===== src/rtl/st7735_pkg.sv =====
// Shared opcodes and decoder state encoding for the ST7735 SPI receiver.
package st7735_pkg;

  localparam logic [7:0] CMD_CASET = 8'h2A;
  localparam logic [7:0] CMD_RASET = 8'h2B;
  localparam logic [7:0] CMD_RAMWR = 8'h2C;

  typedef enum logic [1:0] {
    ST_IDLE  = 2'd0,
    ST_CASET = 2'd1,
    ST_RASET = 2'd2,
    ST_RAMWR = 2'd3
  } dec_state_e;

endpackage


===== src/rtl/spi_byte_rx.sv =====
// Mode-0 SPI deserializer: synchronizes the raw pins into clk_i and emits {dc, byte} per 8 sclk edges.
module spi_byte_rx #(
  parameter int SYNC_STAGES = 2
) (
  input  logic       clk_i,
  input  logic       rst_n_i,
  input  logic       cs_i,
  input  logic       dc_i,
  input  logic       sclk_i,
  input  logic       mosi_i,
  output logic [8:0] byte_data_o,
  output logic       byte_valid_o,
  output logic       frame_err_o
);

  logic [SYNC_STAGES-1:0] cs_sync_q, dc_sync_q, sclk_sync_q, mosi_sync_q;
  logic       sclk_prev_q;
  logic [2:0] bit_cnt_q;
  logic [6:0] shift_q;
  logic [8:0] data_q;
  logic       valid_q, ferr_q;
  logic       cs_s, dc_s, sclk_s, mosi_s, sclk_rise;

  // cs resets high and sclk low so reset release never looks like an edge
  always_ff @(posedge clk_i or negedge rst_n_i) begin
    if (!rst_n_i) begin
      cs_sync_q   <= '1;
      dc_sync_q   <= '0;
      sclk_sync_q <= '0;
      mosi_sync_q <= '0;
    end else begin
      cs_sync_q   <= {cs_sync_q[SYNC_STAGES-2:0], cs_i};
      dc_sync_q   <= {dc_sync_q[SYNC_STAGES-2:0], dc_i};
      sclk_sync_q <= {sclk_sync_q[SYNC_STAGES-2:0], sclk_i};
      mosi_sync_q <= {mosi_sync_q[SYNC_STAGES-2:0], mosi_i};
    end
  end

  assign cs_s      = cs_sync_q[SYNC_STAGES-1];
  assign dc_s      = dc_sync_q[SYNC_STAGES-1];
  assign sclk_s    = sclk_sync_q[SYNC_STAGES-1];
  assign mosi_s    = mosi_sync_q[SYNC_STAGES-1];
  assign sclk_rise = sclk_s & ~sclk_prev_q & ~cs_s;

  always_ff @(posedge clk_i or negedge rst_n_i) begin
    if (!rst_n_i) begin
      sclk_prev_q <= 1'b0;
      bit_cnt_q   <= '0;
      shift_q     <= '0;
      data_q      <= '0;
      valid_q     <= 1'b0;
      ferr_q      <= 1'b0;
    end else begin
      sclk_prev_q <= sclk_s;
      valid_q     <= 1'b0;
      ferr_q      <= 1'b0;
      if (cs_s) begin
        if (bit_cnt_q != 3'd0) ferr_q <= 1'b1;
        bit_cnt_q <= '0;
      end else if (sclk_rise) begin
        shift_q   <= {shift_q[5:0], mosi_s};
        bit_cnt_q <= bit_cnt_q + 3'd1;
        if (bit_cnt_q == 3'd7) begin
          data_q  <= {dc_s, shift_q, mosi_s};
          valid_q <= 1'b1;
        end
      end
    end
  end

  assign byte_data_o  = data_q;
  assign byte_valid_o = valid_q;
  assign frame_err_o  = ferr_q;

endmodule


===== src/rtl/st7735_spi_rx.sv =====
// ST7735 command decoder: tracks the CASET/RASET window and turns RAMWR byte pairs into pixel strobes.
module st7735_spi_rx
  import st7735_pkg::*;
#(
  parameter int SYNC_STAGES = 2,
  parameter int X_MAX       = 127,
  parameter int Y_MAX       = 159
) (
  input  logic        sys_clk,
  input  logic        sys_rst_n,
  input  logic        cs,
  input  logic        dc,
  input  logic        sclk,
  input  logic        mosi,
  output logic [8:0]  rx_data,
  output logic        rx_valid,
  output logic        frame_err,
  output logic        win_err,
  output logic        pix_valid,
  output logic [7:0]  pix_x,
  output logic [7:0]  pix_y,
  output logic [15:0] pix_color
);

  dec_state_e state_q, state_d;
  logic [1:0]  cnt_q;
  logic        hi_err_q, phase_q;
  logic [7:0]  start_lo_q, hi_q;
  logic [7:0]  xs_q, xe_q, ys_q, ye_q, x_q, y_q;
  logic        pix_valid_q, win_err_q;
  logic [7:0]  pix_x_q, pix_y_q;
  logic [15:0] pix_color_q;
  logic        cmd_byte, data_byte, enter_ramwr, pix_fire;
  logic [7:0]  b;

  spi_byte_rx #(.SYNC_STAGES(SYNC_STAGES)) u_byte_rx (
    .clk_i        (sys_clk),
    .rst_n_i      (sys_rst_n),
    .cs_i         (cs),
    .dc_i         (dc),
    .sclk_i       (sclk),
    .mosi_i       (mosi),
    .byte_data_o  (rx_data),
    .byte_valid_o (rx_valid),
    .frame_err_o  (frame_err)
  );

  assign b = rx_data[7:0];

  always_ff @(posedge sys_clk or negedge sys_rst_n) begin
    if (!sys_rst_n) state_q <= ST_IDLE;
    else            state_q <= state_d;
  end

  always_comb begin
    state_d = state_q;
    if (rx_valid) begin
      if (!rx_data[8]) begin
        case (b)
          CMD_CASET: state_d = ST_CASET;
          CMD_RASET: state_d = ST_RASET;
          CMD_RAMWR: state_d = ST_RAMWR;
          default:   state_d = ST_IDLE;
        endcase
      end else if ((state_q == ST_CASET || state_q == ST_RASET) && cnt_q == 2'd3) begin
        state_d = ST_IDLE;
      end
    end
  end

  always_comb begin
    cmd_byte    = rx_valid & ~rx_data[8];
    data_byte   = rx_valid & rx_data[8];
    enter_ramwr = cmd_byte & (b == CMD_RAMWR);
    pix_fire    = data_byte & (state_q == ST_RAMWR) & phase_q;
  end

  always_ff @(posedge sys_clk or negedge sys_rst_n) begin
    if (!sys_rst_n) begin
      cnt_q       <= '0;
      hi_err_q    <= 1'b0;
      phase_q     <= 1'b0;
      start_lo_q  <= '0;
      hi_q        <= '0;
      xs_q        <= '0;
      xe_q        <= 8'(X_MAX);
      ys_q        <= '0;
      ye_q        <= 8'(Y_MAX);
      x_q         <= '0;
      y_q         <= '0;
      pix_valid_q <= 1'b0;
      win_err_q   <= 1'b0;
      pix_x_q     <= '0;
      pix_y_q     <= '0;
      pix_color_q <= '0;
    end else begin
      pix_valid_q <= 1'b0;
      win_err_q   <= 1'b0;
      if (cmd_byte) begin
        cnt_q    <= '0;
        phase_q  <= 1'b0;
        hi_err_q <= 1'b0;
        if (enter_ramwr) begin
          x_q <= xs_q;
          y_q <= ys_q;
        end
      end else if (data_byte) begin
        case (state_q)
          ST_CASET, ST_RASET: begin
            cnt_q <= cnt_q + 2'd1;
            case (cnt_q)
              2'd0: hi_err_q   <= |b;
              2'd1: start_lo_q <= b;
              2'd2: hi_err_q   <= hi_err_q | (|b);
              default: begin
                win_err_q <= hi_err_q;
                if (state_q == ST_CASET) begin
                  xs_q <= start_lo_q;
                  xe_q <= b;
                end else begin
                  ys_q <= start_lo_q;
                  ye_q <= b;
                end
              end
            endcase
          end
          ST_RAMWR: begin
            if (!pix_fire) begin
              hi_q    <= b;
              phase_q <= 1'b1;
            end else begin
              phase_q     <= 1'b0;
              pix_valid_q <= 1'b1;
              pix_x_q     <= x_q;
              pix_y_q     <= y_q;
              pix_color_q <= {hi_q, b};
              // column wraps into the next row, row wraps back to the window top
              if (x_q >= xe_q) begin
                x_q <= xs_q;
                y_q <= (y_q >= ye_q) ? ys_q : y_q + 8'd1;
              end else begin
                x_q <= x_q + 8'd1;
              end
            end
          end
          default: ;
        endcase
      end
    end
  end

  assign pix_valid = pix_valid_q;
  assign win_err   = win_err_q;
  assign pix_x     = pix_x_q;
  assign pix_y     = pix_y_q;
  assign pix_color = pix_color_q;

endmodule


===== config.mk =====
export PLATFORM = sky130hd
export DESIGN_NAME = st7735_spi_rx
export DESIGN_NICKNAME = d
export VERILOG_FILES = /design/src/rtl/st7735_pkg.sv /design/src/rtl/spi_byte_rx.sv /design/src/rtl/st7735_spi_rx.sv
export SDC_FILE = /design/constraint.sdc
export NUM_CORES = 1
export LEC_CHECK = 0
export BUFFER_PORTS_ARGS = -buffer_cell sky130_fd_sc_hd__buf_2
export CAP_MARGIN = 20
export CORE_MARGIN = 3
export CORE_UTILIZATION = 55
export DETAILED_ROUTE_END_ITERATION = 10
export PLACE_DENSITY = 0.71
export SYNTH_ARGS = -nofsm -noshare
export SYNTH_HDL_FRONTEND = slang
export SYNTH_SLANG_ARGS = --single-unit

===== constraint.sdc =====
create_clock -name sys_clk -period 2.85 [get_ports sys_clk]
set_input_delay 0.4275 -clock sys_clk [delete_from_list [all_inputs] [get_ports sys_clk]]
set_output_delay 0.4275 -clock sys_clk [all_outputs]
set_load 0.05 [all_outputs]

# Yosys cells after proc, flatten, opt, wreduce, memory -nomap -nowiden
# Index checks and enable logic that the tools add are counted.
# totals
regBits,134
output_inout_bits,45
in_bits,6
# op_classes
eq_ne,12
mux,42
addsub,4
n_reduce_logical,27
bitwise_logic,15
magnitude_cmp,2
# ops
op,count
$mux 8,13
$eq 8x6->1 const B,3
$mux 1,20
$add 8x1->8 const B,2
$ge 8x8->1,2
$reduce_and 4->1,4
$reduce_and 5->1,3
$reduce_bool 2->1,6
$mux 2,5
$eq 2x2->1 const B,4
$reduce_and 2->1,4
$reduce_or 8->1,1
$and 1x1->1,7
$not 1->1,7
$mux 3,2
$pmux 2 s3,1
$reduce_and 3->1,2
$reduce_bool 3->1,2
$eq 2x1->1 const B,2
$add 3x1->3 const B,1
$eq 3x3->1 const B,1
$reduce_or 3->1,1
$add 2x1->2 const B,1
$logic_not 2->1,1
other kinds (7),7

# Longest topological paths before layout
# logic_depth
word_depth,7
ltp_mapped,8
depth_no_buf,7

# Hierarchy
# Synthesis repeated with hierarchy kept, for this count alone.
# unflattened
cells_unflattened,531
area_unflattened_um2,6110.9
# modules_own_cells
module,seq_area_each_um2,area_per_inst_um2,cells_per_inst,instances
st7735_spi_rx,2618.8,5026.1,467,1
spi_byte_rx,753.2,1084.8,64,1

# Least setup slack after synthesis
# No wires, ideal clock.
# synth_path
kind,flip-flop to flip-flop
from,register ye_q[7]
to,register y_q[3]
path_buffers,1
path_stages_with_launch,9
t_arrival_ns,2.000
setup_ns,0.150
path_slack_ns,0.700
path_cell_list,dfstp_2 > inv_1 > ha_1 > and4_1 > a2111oi_2 > o31ai_2 > buf_4 > o211ai_1 > a22oi_1
# synth_via
elab_chain_len,7
# synth_rtl
element,line,text
"start, declared",st7735_spi_rx.sv:29,"logic [7:0] xs_q, xe_q, ys_q, ye_q, x_q, y_q;"
"start signal, assigned",st7735_spi_rx.sv:88,ye_q <= 8'(Y_MAX);
$ge 8x8->1,st7735_spi_rx.sv:140,y_q <= (y_q >= ye_q) ? ys_q : y_q + 8'd1;
$mux 8,st7735_spi_rx.sv:140,
$mux 8,st7735_spi_rx.sv:138,if (x_q >= xe_q) begin
$mux 8,st7735_spi_rx.sv:128,if (!pix_fire) begin
$mux 8,st7735_spi_rx.sv:108,case (state_q)
$mux 8,st7735_spi_rx.sv:107,end else if (data_byte) begin
$mux 8,st7735_spi_rx.sv:99,if (cmd_byte) begin
"end signal, assigned",st7735_spi_rx.sv:105,y_q <= ys_q;
"end signal, assigned",st7735_spi_rx.sv:140,
"end, declared",st7735_spi_rx.sv:29,
# No other way between the ends. The select of a mux whose other input is x is not followed.
# A chain may end at the register's enable or synchronous reset.

# Final worst setup path
# layout_path
from,register ye_q[7]
to,register y_q[0]
# Same word-level chain as after synthesis.

==> results by group <==
Outcome
  – Status: finished, final reports clean

Clock network
  – Worst-path clk slew: 60 ps
  – Clock Root Buffer: clkbuf_8
  – Clock insertion delay at the later pin of the skew report: 530 ps
  – CTS resizes: 0
  – TritonCTS Buffers: 17
  – Post-CTS setup repair buffer count: 0
  – Hold buffers post-CTS: 5
  – H-tree depth: 4
  – Maximum count of clock buffers along a single path: 2
  – TritonCTS clock tree: done
  – Number of clock sinks seen by CTS: 134

Setup path
  – WP data required: 3310 ps
  – Cells traversed along the worst timing path: inv_1 > ha_1 > and4_1 > a2111oi_2 > o31ai_2 > buf_6 > or4_4 > o211ai_2
  – FF-to-FF setup slack: 380 ps
  – Reg-to-Reg Start: ye_q[7]$_DFFE_PN1P_
  – R2R Path End: y_q[0]$_DFFE_PN0P_
  – Maximum fanout along the worst path: 9
  – Worst EP arrival: 2920 ps
  – Largest stage delay on the critical path: 510 ps
  – Critical path type: reg -> reg
  – Crit path max-delay family: compound AO/OA/AOI/OAI gates
  – R2R depth: 8
  – Startpoint types: register
  – Buf+Inv Stages, Crit Path: 2
  – Slowest CP cell: dfstp_2
  – Setup crit end kind: register

Logic synthesis
  – Synthesized cell area: 5934 um2
  – Number of synthesized flops with an enable pin: 0
  – Top post-synthesis cells by area: dfrtp_1 (50%), mux2_2 (11%), dfstp_2 (6.6%)
  – Post-Syn Nets: 551
  – Share of async-settable or async-resettable flops after synthesis: 100.0%
  – Top flip-flop cell by instance count after synthesis: dfrtp_1
  – Synthesized netlist cell count: 517
  – Most instantiated library cell after synthesis: dfrtp_1
  – Yosys warning count: 0
  – Largest area contributor in the netlist: dfrtp_1
  – Number of storage elements in the synthesis netlist: 134
  – Ranking of synthesized cells by instance count: dfrtp_1 (119), nand2_1 (95), mux2_2 (58)
  – Area share of the largest cell type after synthesis: 50.18%
  – Number of distinct library cells after synthesis: 52
  – Syn Area/Cell: 11.48 um2
  – Part of the Yosys area used for sequential elements: 56.82%

Detailed routing
  – Residual antenna-violating net count after detailed routing: 0
  – Average wire per standard cell: 17.33 um
  – Detailed-route vias per instance: 5.592
  – Detailed-route DRC error count: 0
  – Detailed router's first-iteration violation count: 184
  – Detailed-route via count: 4110
  – Initial DRT Pass Iterations: 4
  – Final WL: 12740 um

Pwr
  – Leakage power figure: 0.003597 uW
  – Power per standard cell area: 587.9 nW/um2
  – Max IR drop VDD: 0.5449 mV

STA
  – Final hold violation count: 0
  – Slew at the pin with the worst max-slew slack: 698.7 ps
  – Number of pins with negative max-slew slack in the final report: 0
  – Fmax: 405.5 MHz
  – Post-route setup TNS: 0 ps
  – Final-report setup violation count: 0
  – Final critical-path setup slack: 384.1 ps
  – Relative max-transition margin: 53.31%
  – Tcrit/Tclk final: 86.52%
  – Final clock skew: 6.042 ps
  – Min Clock Period, post-route: 2466 ps
  – RSZ-0062 raised after global routing: no

Run
  – Maxcap violations: 0

Min path
  – Worst min path class: reg -> reg
  – Launch instance of the worst min-delay path: u_byte_rx.sclk_sync_q[0]$_DFF_PN0_
  – Worst Hold Path Cells: 0
  – Hold Path End: u_byte_rx.sclk_sync_q[1]$_DFF_PN0_

Floorplanning
  – Starting Density: 56.97%
  – Area of the die: 12070 um2
  – Horiz. Die Dim: 109.9 um
  – Number of placement rows: 37
  – Top-level I/O count: 51
  – Core Box Area: 10420 um2
  – Die Ht: 109.9 um

Placed design
  – Count of input and output buffers: 50
  – Routability Congestion: 0.8469
  – Half-perimeter wire length after detailed placement: 8450 um
  – Worst slack at placement: 390.7 ps

Layout
  – Share of post-route cells with drive strength above 1: 30.05%
  – Area Growth Syn to Fin: 17.92%
  – Antenna diodes: 0
  – Core Util, Final: 67.18%
  – NumNets Final: 620

Global route
  – Leftover overflow at the end of global routing: 0
  – Antenna violations before repair: 0
  – Wire length of the first global-routing pass: 21180 um
  – Global Route Usage Sum: 23.63%
  – Pin count of the biggest net entering global routing: 55
  – Number of global-route vias before repair: 4129
## metal layers
metal | up-vias | GRT usage, % | wire length, um
met4 | 0 | 9.172 | 244
li1 | 1917 | - | -
met5 | - | 0 | 0
met3 | 25 | 6.459 | 656
met1 | 2035 | 30.18 | 5610
met2 | 133 | 38.34 | 6226
## layout make-up
cell class	instances	area (um2)
multi-input combinational	326	2326
clock inverter	9	75.07
inverter	35	131.4
tap	136	170.2
sequential	134	3372
clock buffer	23	476.7
fill	799	3418
timing repair buffer	72	446.7
## per-stage QoR
stage	area, um2	instances	hold WS, ps	power, uW
3_3_place_gp	6385	697	332.5	2114
3_5_place_dp	6396	698	339.7	2120
6_report	6998	735	350.2	4114
2_1_floorplan	5934	517	131.9	2057
4_1_cts	6998	735	353.0	4146
5_1_grt	6998	735	355.6	4262
## worst max-delay path by stage
stage | from | endpoint | slack, ps | cells past startpoint
after CTS | ye_q[7]$_DFFE_PN1P_ | y_q[0]$_DFFE_PN0P_ | 370 | 8
after floorplan | ye_q[7]$_DFFE_PN1P_ | y_q[3]$_DFFE_PN0P_ | 700 | 8
final | ye_q[7]$_DFFE_PN1P_ | y_q[0]$_DFFE_PN0P_ | 380 | 8
after global placement | ye_q[7]$_DFFE_PN1P_ | y_q[6]$_DFFE_PN0P_ | 340 | 6
after detailed placement | ye_q[7]$_DFFE_PN1P_ | y_q[0]$_DFFE_PN0P_ | 390 | 8
after global routing | y_q[0]$_DFFE_PN0P_ | y_q[0]$_DFFE_PN0P_ | 230 | 8
## state kept, by name, summed over array words and instances (netlist names), 2 cells and up
register / count
pix_color: 16
u_byte_rx.byte_data_o: 9
hi_q: 8
pix_x: 8
pix_y: 8
start_lo_q: 8
x_q: 8
xe_q: 8
xs_q: 8
y_q: 8
ye_q: 8
ys_q: 8
u_byte_rx.shift_q: 7
u_byte_rx.bit_cnt_q: 3
cnt_q: 2
state_q: 2
u_byte_rx.cs_sync_q: 2
u_byte_rx.dc_sync_q: 2
u_byte_rx.mosi_sync_q: 2
u_byte_rx.sclk_sync_q: 2
## where the power goes
group | leakage (uW) | switching, uW | total, uW | internal (uW)
Combinational | 0.00153 | 56.0 | 103 | 47.1
Clock | 0.000273 | 786 | 2020 | 1240
Sequential | 0.00179 | 31.1 | 1990 | 1960
## cell families (layout without fill, tap and decap cells)
kind of cell	count (synthesis)	in the layout	share of synthesized area [%]
xor gates and xnor gates	2	2	0.2952
DFF	134	134	56.82
buffers and inverters	57	139	3.985
muxes	69	69	12.86
and+or+nand+nor	148	148	11.26
adders and majority gates	28	28	5.904
AOI/OAI and AO/OA	79	79	8.876
## placed cells by master, fill, tap and decap left out, drive strengths merged, types with 6 or more instances in the layout
master,n
o21ai,29
dfrtp,119
nand2,95
dfstp,15
clkinv,6
mux2i,11
nand4,8
nor2,15
mux2,58
clkbuf,23
o211ai,7
buf,67
nand3,9
ha,28
a21oi,10
a22oi,11
inv,35
## worst reg2reg max path, cell delays in order (launching register included)
cell and delay (ps):
dfstp_2 510, inv_1 50, ha_1 330, and4_1 170, a2111oi_2 380, o31ai_2 240
buf_6 210, or4_4 420, o211ai_2 80
(Power assumes the default switching activity.)
